==> src/rtl/csa_acc.sv <==
// Carry-save accumulator: one operand per cycle into redundant sum/carry vectors,
// then a chunked carry-propagate resolve before presenting the result.
module csa_acc #(
    parameter int WID  = 32,
    parameter int AWID = 40,
    parameter int CHK  = 8,
    parameter int SGN  = 1,
    parameter int CWID = 8
) (
    input  logic            clk,
    input  logic            rst,
    input  logic            in_vld,
    output logic            in_rdy,
    input  logic [WID-1:0]  in_dat,
    input  logic            in_sub,
    input  logic            in_last,
    output logic            out_vld,
    input  logic            out_rdy,
    output logic [AWID-1:0] out_dat,
    output logic [CWID-1:0] out_cnt
);
    localparam int NCHK = AWID / CHK;
    localparam int IWID = (NCHK > 1) ? $clog2(NCHK) : 1;

    typedef enum logic [1:0] {ACC, RES, OUT} state_t;

    state_t                     state_q, state_d;
    logic [AWID-1:0]            s_q, s_d, c_q, c_d;
    logic [NCHK-1:0][CHK-1:0]   res_q, res_d;
    logic [IWID-1:0]            idx_q, idx_d;
    logic                       cy_q, cy_d;
    logic [CWID-1:0]            cnt_q, cnt_d;
    logic                       out_vld_q, out_vld_d;

    logic [AWID-1:0]            x_ext, x_op, maj;
    logic [NCHK-1:0][CHK-1:0]   s_chk, c_chk;
    logic [CHK:0]               sum;
    logic                       accept, handshake;

    assign s_chk = s_q;
    assign c_chk = c_q;

    // Extend, then invert for subtraction; the +1 rides in the carry vector's bit 0.
    always_comb begin
        if (SGN != 0) begin
            x_ext = {{(AWID-WID){in_dat[WID-1]}}, in_dat};
        end else begin
            x_ext = {{(AWID-WID){1'b0}}, in_dat};
        end
        x_op = x_ext ^ {AWID{in_sub}};
        maj  = (s_q & c_q) | (s_q & x_op) | (c_q & x_op);
    end

    assign sum       = {1'b0, s_chk[idx_q]} + {1'b0, c_chk[idx_q]} + {{CHK{1'b0}}, cy_q};
    assign accept    = in_vld && (state_q == ACC);
    assign handshake = out_vld_q && out_rdy;

    always_comb begin
        state_d   = state_q;
        s_d       = s_q;
        c_d       = c_q;
        res_d     = res_q;
        idx_d     = idx_q;
        cy_d      = cy_q;
        cnt_d     = cnt_q;
        out_vld_d = 1'b0;
        case (state_q)
            ACC: begin
                if (accept) begin
                    s_d   = s_q ^ c_q ^ x_op;
                    c_d   = {maj[AWID-2:0], in_sub};
                    cnt_d = (cnt_q == {CWID{1'b1}}) ? cnt_q : cnt_q + 1'b1;
                    if (in_last) begin
                        state_d = RES;
                        idx_d   = '0;
                        cy_d    = 1'b0;
                    end
                end
            end
            RES: begin
                res_d[idx_q] = sum[CHK-1:0];
                cy_d         = sum[CHK];
                idx_d        = idx_q + 1'b1;
                if (idx_q == IWID'(NCHK - 1)) begin
                    state_d = OUT;
                    idx_d   = '0;
                end
            end
            OUT: begin
                // Valid rises one cycle after the final chunk lands.
                out_vld_d = 1'b1;
                if (handshake) begin
                    state_d   = ACC;
                    s_d       = '0;
                    c_d       = '0;
                    res_d     = '0;
                    cnt_d     = '0;
                    out_vld_d = 1'b0;
                end
            end
            default: state_d = ACC;
        endcase
    end

    always_ff @(posedge clk) begin
        if (rst) begin
            state_q   <= ACC;
            s_q       <= '0;
            c_q       <= '0;
            res_q     <= '0;
            idx_q     <= '0;
            cy_q      <= 1'b0;
            cnt_q     <= '0;
            out_vld_q <= 1'b0;
        end else begin
            state_q   <= state_d;
            s_q       <= s_d;
            c_q       <= c_d;
            res_q     <= res_d;
            idx_q     <= idx_d;
            cy_q      <= cy_d;
            cnt_q     <= cnt_d;
            out_vld_q <= out_vld_d;
        end
    end

    assign in_rdy  = (state_q == ACC);
    assign out_vld = out_vld_q;
    assign out_dat = out_vld_q ? res_q : '0;
    assign out_cnt = cnt_q;
endmodule
==> config.mk <==
export PLATFORM = sky130hd
export DESIGN_NAME = csa_acc
export DESIGN_NICKNAME = d
export VERILOG_FILES = /design/src/rtl/csa_acc.sv
export SDC_FILE = /design/constraint.sdc
export NUM_CORES = 1
export LEC_CHECK = 0
export ABC_AREA = 0
export CAP_MARGIN = 10
export CORE_UTILIZATION = 28
export DETAILED_ROUTE_END_ITERATION = 8
export GPL_TIMING_DRIVEN = 0
export PLACE_DENSITY_LB_ADDON = 0.25
export SYNTH_ARGS = -nofsm -noshare
export SYNTH_HDL_FRONTEND = slang
export SYNTH_SLANG_ARGS = --single-unit
==> constraint.sdc <==
create_clock -name clk -period 3.6 [get_ports clk]
set_input_delay 0.54 -clock clk [delete_from_list [all_inputs] [get_ports clk]]
set_output_delay 0.54 -clock clk [all_outputs]
set_load 0.05 [all_outputs]
**Word level (Yosys, flattened, before mapping)**

Index checks and enable logic that the tools add are counted.

- Register bits: 135
- Output and inout port bits: 50
- Input port bits: 38

- Bitwise operators: 9
- $lt $le $gt $ge: 2
- Multiplexer cells: 31
- Reductions and logical operators: 13
- Eq/ne operators: 9
- Add/subtract/negate cells: 4

Operator list:

| operator | number |
|---|---|
| $pmux W40 S2 | 3 |
| $mux W40 | 4 |
| $xor A40 B40 Y40 | 3 |
| $and A39 B39 Y39 | 3 |
| $or A39 B39 Y39 | 2 |
| $bmux W8 S3 | 2 |
| $mux W8 | 6 |
| $bwmux W40 | 1 |
| $demux W8 S3 | 1 |
| $pmux W8 S2 | 1 |
| $add A8 B8 Y9 | 1 |
| $add A9 B1 Y9 | 1 |
| $mux W3 | 3 |
| $add A8 B1 Y8 const B | 1 |
| $eq A8 B8 Y1 const B | 1 |
| $mux W2 | 4 |
| $reduce_and A4 Y1 | 2 |
| $ne A2 B2 Y1 const B | 3 |
| $pmux W2 S3 | 1 |
| $pmux W3 S2 | 1 |
| $reduce_and A3 Y1 | 2 |
| $reduce_bool A2 Y1 | 3 |
| $lt A3 B4 Y1 const B | 1 |
| $ne A2 B1 Y1 const B | 2 |
| 12 further kinds | 16 |

**Longest topological paths before layout**

- Depth after elaboration: 6
- Depth in mapped cells: 13

**Least setup slack after synthesis**

No wires, ideal clock.

- Kind: flip-flop to flip-flop
- From: reg idx_q[0]
- To: reg res_q[6] (netlist name)
- Path buffers: 2
- Arrival: 3053 ps
- Library setup time: 128 ps
- Stages on the path, launching flop included: 14
- Clock period less this slack: 3181 ps
- Slack: 419 ps
- Required time: 3472 ps
- Cells stage by stage: dfxtp_1 -> clkbuf_1 -> buf_2 -> mux4_2 -> inv_1 -> o21ai_0 -> fa_1 -> inv_1 -> fa_1 -> nand2b_1 -> a21oi_1 -> a211oi_1 -> xor2_1 -> o22ai_1

- Longest elaborated chain between the ends: 6
- Elaborated cells between the ends (all ways): 13
- Those cells by class: add/sub (2); order compare (2); mux (8); reduce/logical (1)

RTL lines:

| element | line | RTL |
|---|---|---|
| start: declaration | 30 | `logic [IWID-1:0] idx_q, idx_d;` |
| start signal: assignment | 120 | `idx_q <= idx_d;` |
| $bmux W8 S3 (tied with other cells) | 54 | `assign sum = {1'b0, s_chk[idx_q]} + {1'b0, c_chk[idx_q]} + {{CHK{1'b0}}, cy_q};` |
| $mux W8 (not written as such) or $logic_and A1 B1 Y1 (tied branches) | 54, 81 |  |
| $add A8 B8 Y9 or $mux W8 (tied branches) | 54, 81 |  |
| $add A9 B1 Y9 or $demux W8 S3 (tied branches) | 54, 81 |  |
| $bwmux W40 * | 81 | `res_d[idx_q] = sum[CHK-1:0];` |
| $pmux W40 S2 * | 67 | `case (state_q)` |
| end signal: assignment | 119 | `res_q <= res_d;` |
| end: declaration | 29 | `logic [NCHK-1:0][CHK-1:0] res_q, res_d;` |

Every way passes the cells marked *; elsewhere a longest branch is shown, timed or not. The select of a mux whose other input is x is not followed.
A chain may end at the register's enable or synchronous reset.

**Worst setup path in the final report**

- From: reg idx_q[0]
- To: reg res_q[39] (netlist name)

The elaborated chain is that of the path after synthesis.

==> results by group <==
STA
  – Hold violation count in the final report: 0
  – Final min period: 3.411 ns
  – RSZ-0062 raised after global routing: yes
  – Relative slew slack: 43.06%
  – Slew @ Worst Pin: 0.8541 ns
  – Setup TNS: 0 ns
  – Tcrit/Tclk final: 94.76%
  – Setup ws final: 0.1888 ns
  – Max-slew violation count: 0
  – Clk_skew: 0.01225 ns
  – Final setup fails: 0
  – Fmax: 293.1 MHz

Yosys
  – Post-synth cell types: 44
  – Most frequent cell after synthesis: nor2_1
  – Largest cells by area after synthesis: dfxtp_1 36%, fa_1 11%, nor2_1 9.6%, a21oi_1 7.1%, inv_1 5.0%
  – Post-synth top cells: 190 x nor2_1, 135 x dfxtp_1, 105 x a21oi_1, 99 x inv_1
  – Seq/Total Area, Yosys: 36.27%
  – Number of synthesized flops with an enable pin: 0
  – Cell taking the most area after synthesis: dfxtp_1
  – Avg Synthesized Cell Area: 8.162 um^2
  – Asr flop ratio synth: 0%
  – Post-Syn Area: 0.007452 mm^2
  – Mapped Nets: 1,002
  – Post-Syn Instances: 913
  – Count of warnings emitted by yosys: 0
  – Synth Flop Type: dfxtp_1
  – #FFs+latches synth: 135
  – Synth top area share: 36.27%

GRT
  – Gr usage total: 16.37%
  – Grt total ovfl: 0
  – Pin count of the biggest net entering global routing: 17
  – First-pass GRT wire length: 33.68 mm
  – Number of global-route vias before repair: 6,082
  – Antenna violations before repair: 0

Clocking
  – Clock root buffer: clkbuf_16
  – Hold_buf cts: 0
  – H-Tree Depth: 4
  – CTS clk-pin slew, worst paths: 0.06 ns
  – CTS tree: built
  – Later-pin clock latency in the skew report: 0.43 ns
  – Clock buffer depth: 2
  – Clock buffer count from CTS: 17
  – Clock Sinks: 135

Place
  – Placement Setup Slack: -0.3735 ns
  – Port Buffers: 86
  – Gpl congestion: 0.8029
  – Cell count after placement: 1,334
  – DP HPWL: 15.98 mm

Route
  – DR iter-0 viols: 350
  – Wire per inst: 15.56 um
  – Antenna-violating nets left: 0
  – Residual DRC: 0
  – DRT Pass-1 Iters: 4
  – Detailed-route via count: 6,380
  – Vias per cell: 4.664
  – WL final: 21.29 mm

Run
  – Max cap viols: 0

Power and ir drop
  – Seq pwr share: 38.4%
  – Internal: 3.039 mW
  – Clk pwr share: 45.6%
  – Pwr/cell area: 451.9 mW/mm^2
  – Combinational share of power: 15.9%
  – Switch share: 28.67%
  – Sw power: 1.222 mW
  – Leakage: 3.259 nW
  – Max VDD drop: 0.0002809 V

Worst setup path
  – Crit Path Max Fanout: 10
  – Worst setup SP type: flip-flop
  – CP Data Arrival Time: 3.71 ns
  – CP Class: flip-flop to flip-flop
  – CP Capture Type: flip-flop
  – Critical path required time: 3.90 ns

Hold path
  – Worst min path class: flip-flop to flip-flop

Cells and area
  – Layout Cells excl Fill: 1,368
  – Final net count: 1,109
  – Share of layout cells above drive strength 1: 6.583%
  – Util after Layout: 36.18%
  – Ant. Diodes: 0
  – Fill cell count: 2,732
  – Area growth syn-to-layout: 26.51%

Die
  – Die H: 165.1 um
  – FP Rows: 59
  – Core area: 0.02606 mm^2
  – Die extent in x: 165.1 um
  – Total die area: 0.02727 mm^2
  – Initial core utilization: 28.60%
  – # IOs: 88

Status
  – Status: complete, no violations
-- power by group through the flow --
stage	combinational, mW	sequential, mW	clock, mW
after global placement	0.659	1.67	0
final	0.678	1.64	1.94
after global routing	0.774	1.65	2.04
after CTS	0.677	1.64	1.97
after floorplan	0.459	1.65	0
after detailed placement	0.668	1.67	0
-- per-stage QoR --
stage | total power, mW | hold slack, ns | cell area [um^2]
6_report | 4.261 | 0.4607 | 9428
4_1_cts | 4.285 | 0.4628 | 9399
2_1_floorplan | 2.111 | 0.4433 | 7452
3_5_place_dp | 2.338 | 0.4543 | 8732
3_3_place_gp | 2.328 | 0.4567 | 8732
5_1_grt | 4.461 | 0.4810 | 9428
-- cell families after synthesis --
kind of cell / synth area share [%]
simple gates: 20.70
compound gates: 11.99
buf+inv: 8.193
flops: 36.27
fa+ha+maj: 12.69
xor+xnor: 5.171
mux: 4.987
-- state kept, by name, summed over array words and instances, names as in the netlist --
signal and cells:
c_chk 40, res_q 40, s_chk 40, out_cnt 8, idx_q 3, state_q 2
cy_q 1, out_vld 1
-- cell usage in the layout, fill, tap and decap left out, drive strengths merged, types with 3 or more instances in the layout --
| cell type | count |
|---|---|
| nand2 | 45 |
| a21oi | 105 |
| a211oi | 3 |
| clkinv | 3 |
| a32o | 3 |
| nand2b | 6 |
| xnor2 | 36 |
| and2 | 45 |
| buf | 13 |
| fa | 41 |
| xor2 | 8 |
| nand3 | 36 |
| ha | 10 |
| bufinv | 4 |
| clkdlybuf4s50 | 86 |
| o21a | 3 |
| o22ai | 9 |
| nand4 | 8 |
| a31oi | 8 |
| nor2 | 191 |
| mux4 | 16 |
| dfxtp | 135 |
| clkbuf | 65 |
| o21ai | 25 |
| inv | 105 |
-- per-layer routing --
metal / part of all wire [%] / global-route usage (%) / vias up
met4: 1.9 / 5.338 / 0
met3: 3.9 / 2.822 / 28
met5: 0 / 0 / -
li1: - / - / 3158
met1: 49 / 22.20 / 3054
met2: 45 / 26.23 / 140
-- critical path, stage by stage, from the launching register on --
cell	delay, ns
dfxtp_1	0.31
clkbuf_2	0.18
nor3b_1	0.36
clkbuf_1	0.42
clkbuf_2	0.33
nand2_1	0.07
o21ai_0	0.08
ha_1	0.31
o211ai_1	0.19
o21ai_0	0.17
o31ai_1	0.38
xor2_2	0.34
o21ai_0	0.14
-- layout make-up --
cell class              count  area (um^2)  share of cell area [%]
well taps                 335        419.2                   4.446
repair buffers             88        875.8                   9.290
multi-input cells         621         4167                   44.19
inverters                  99        371.6                   3.942
plain buffers              58        244.0                   2.588
clock buffers              18        439.2                   4.658
flip-flops and latches    135         2703                   28.67
clock inverters            14        209.0                   2.216
-- timing repair --
action / in CTS / in global routing
gates resized for setup: 4 / 3
pin swaps: 0 / 1
setup endpoints to repair: 20 / 18
buffers inserted: 0 / 1
-- path summary, 6_finish.rpt --
path / start / end / slack [ns] / cells after the start
worst min register to register: res_q[8] / res_q[8] / 0.46 / 2
worst max-delay path: idx_q[0] / res_q[39] / 0.19 / 12
worst min-delay path: res_q[8] / res_q[8] / 0.46 / 2
worst max register to register: idx_q[0] / res_q[39] / 0.19 / 12
No activity file was read; power rests on OpenSTA's default activity.
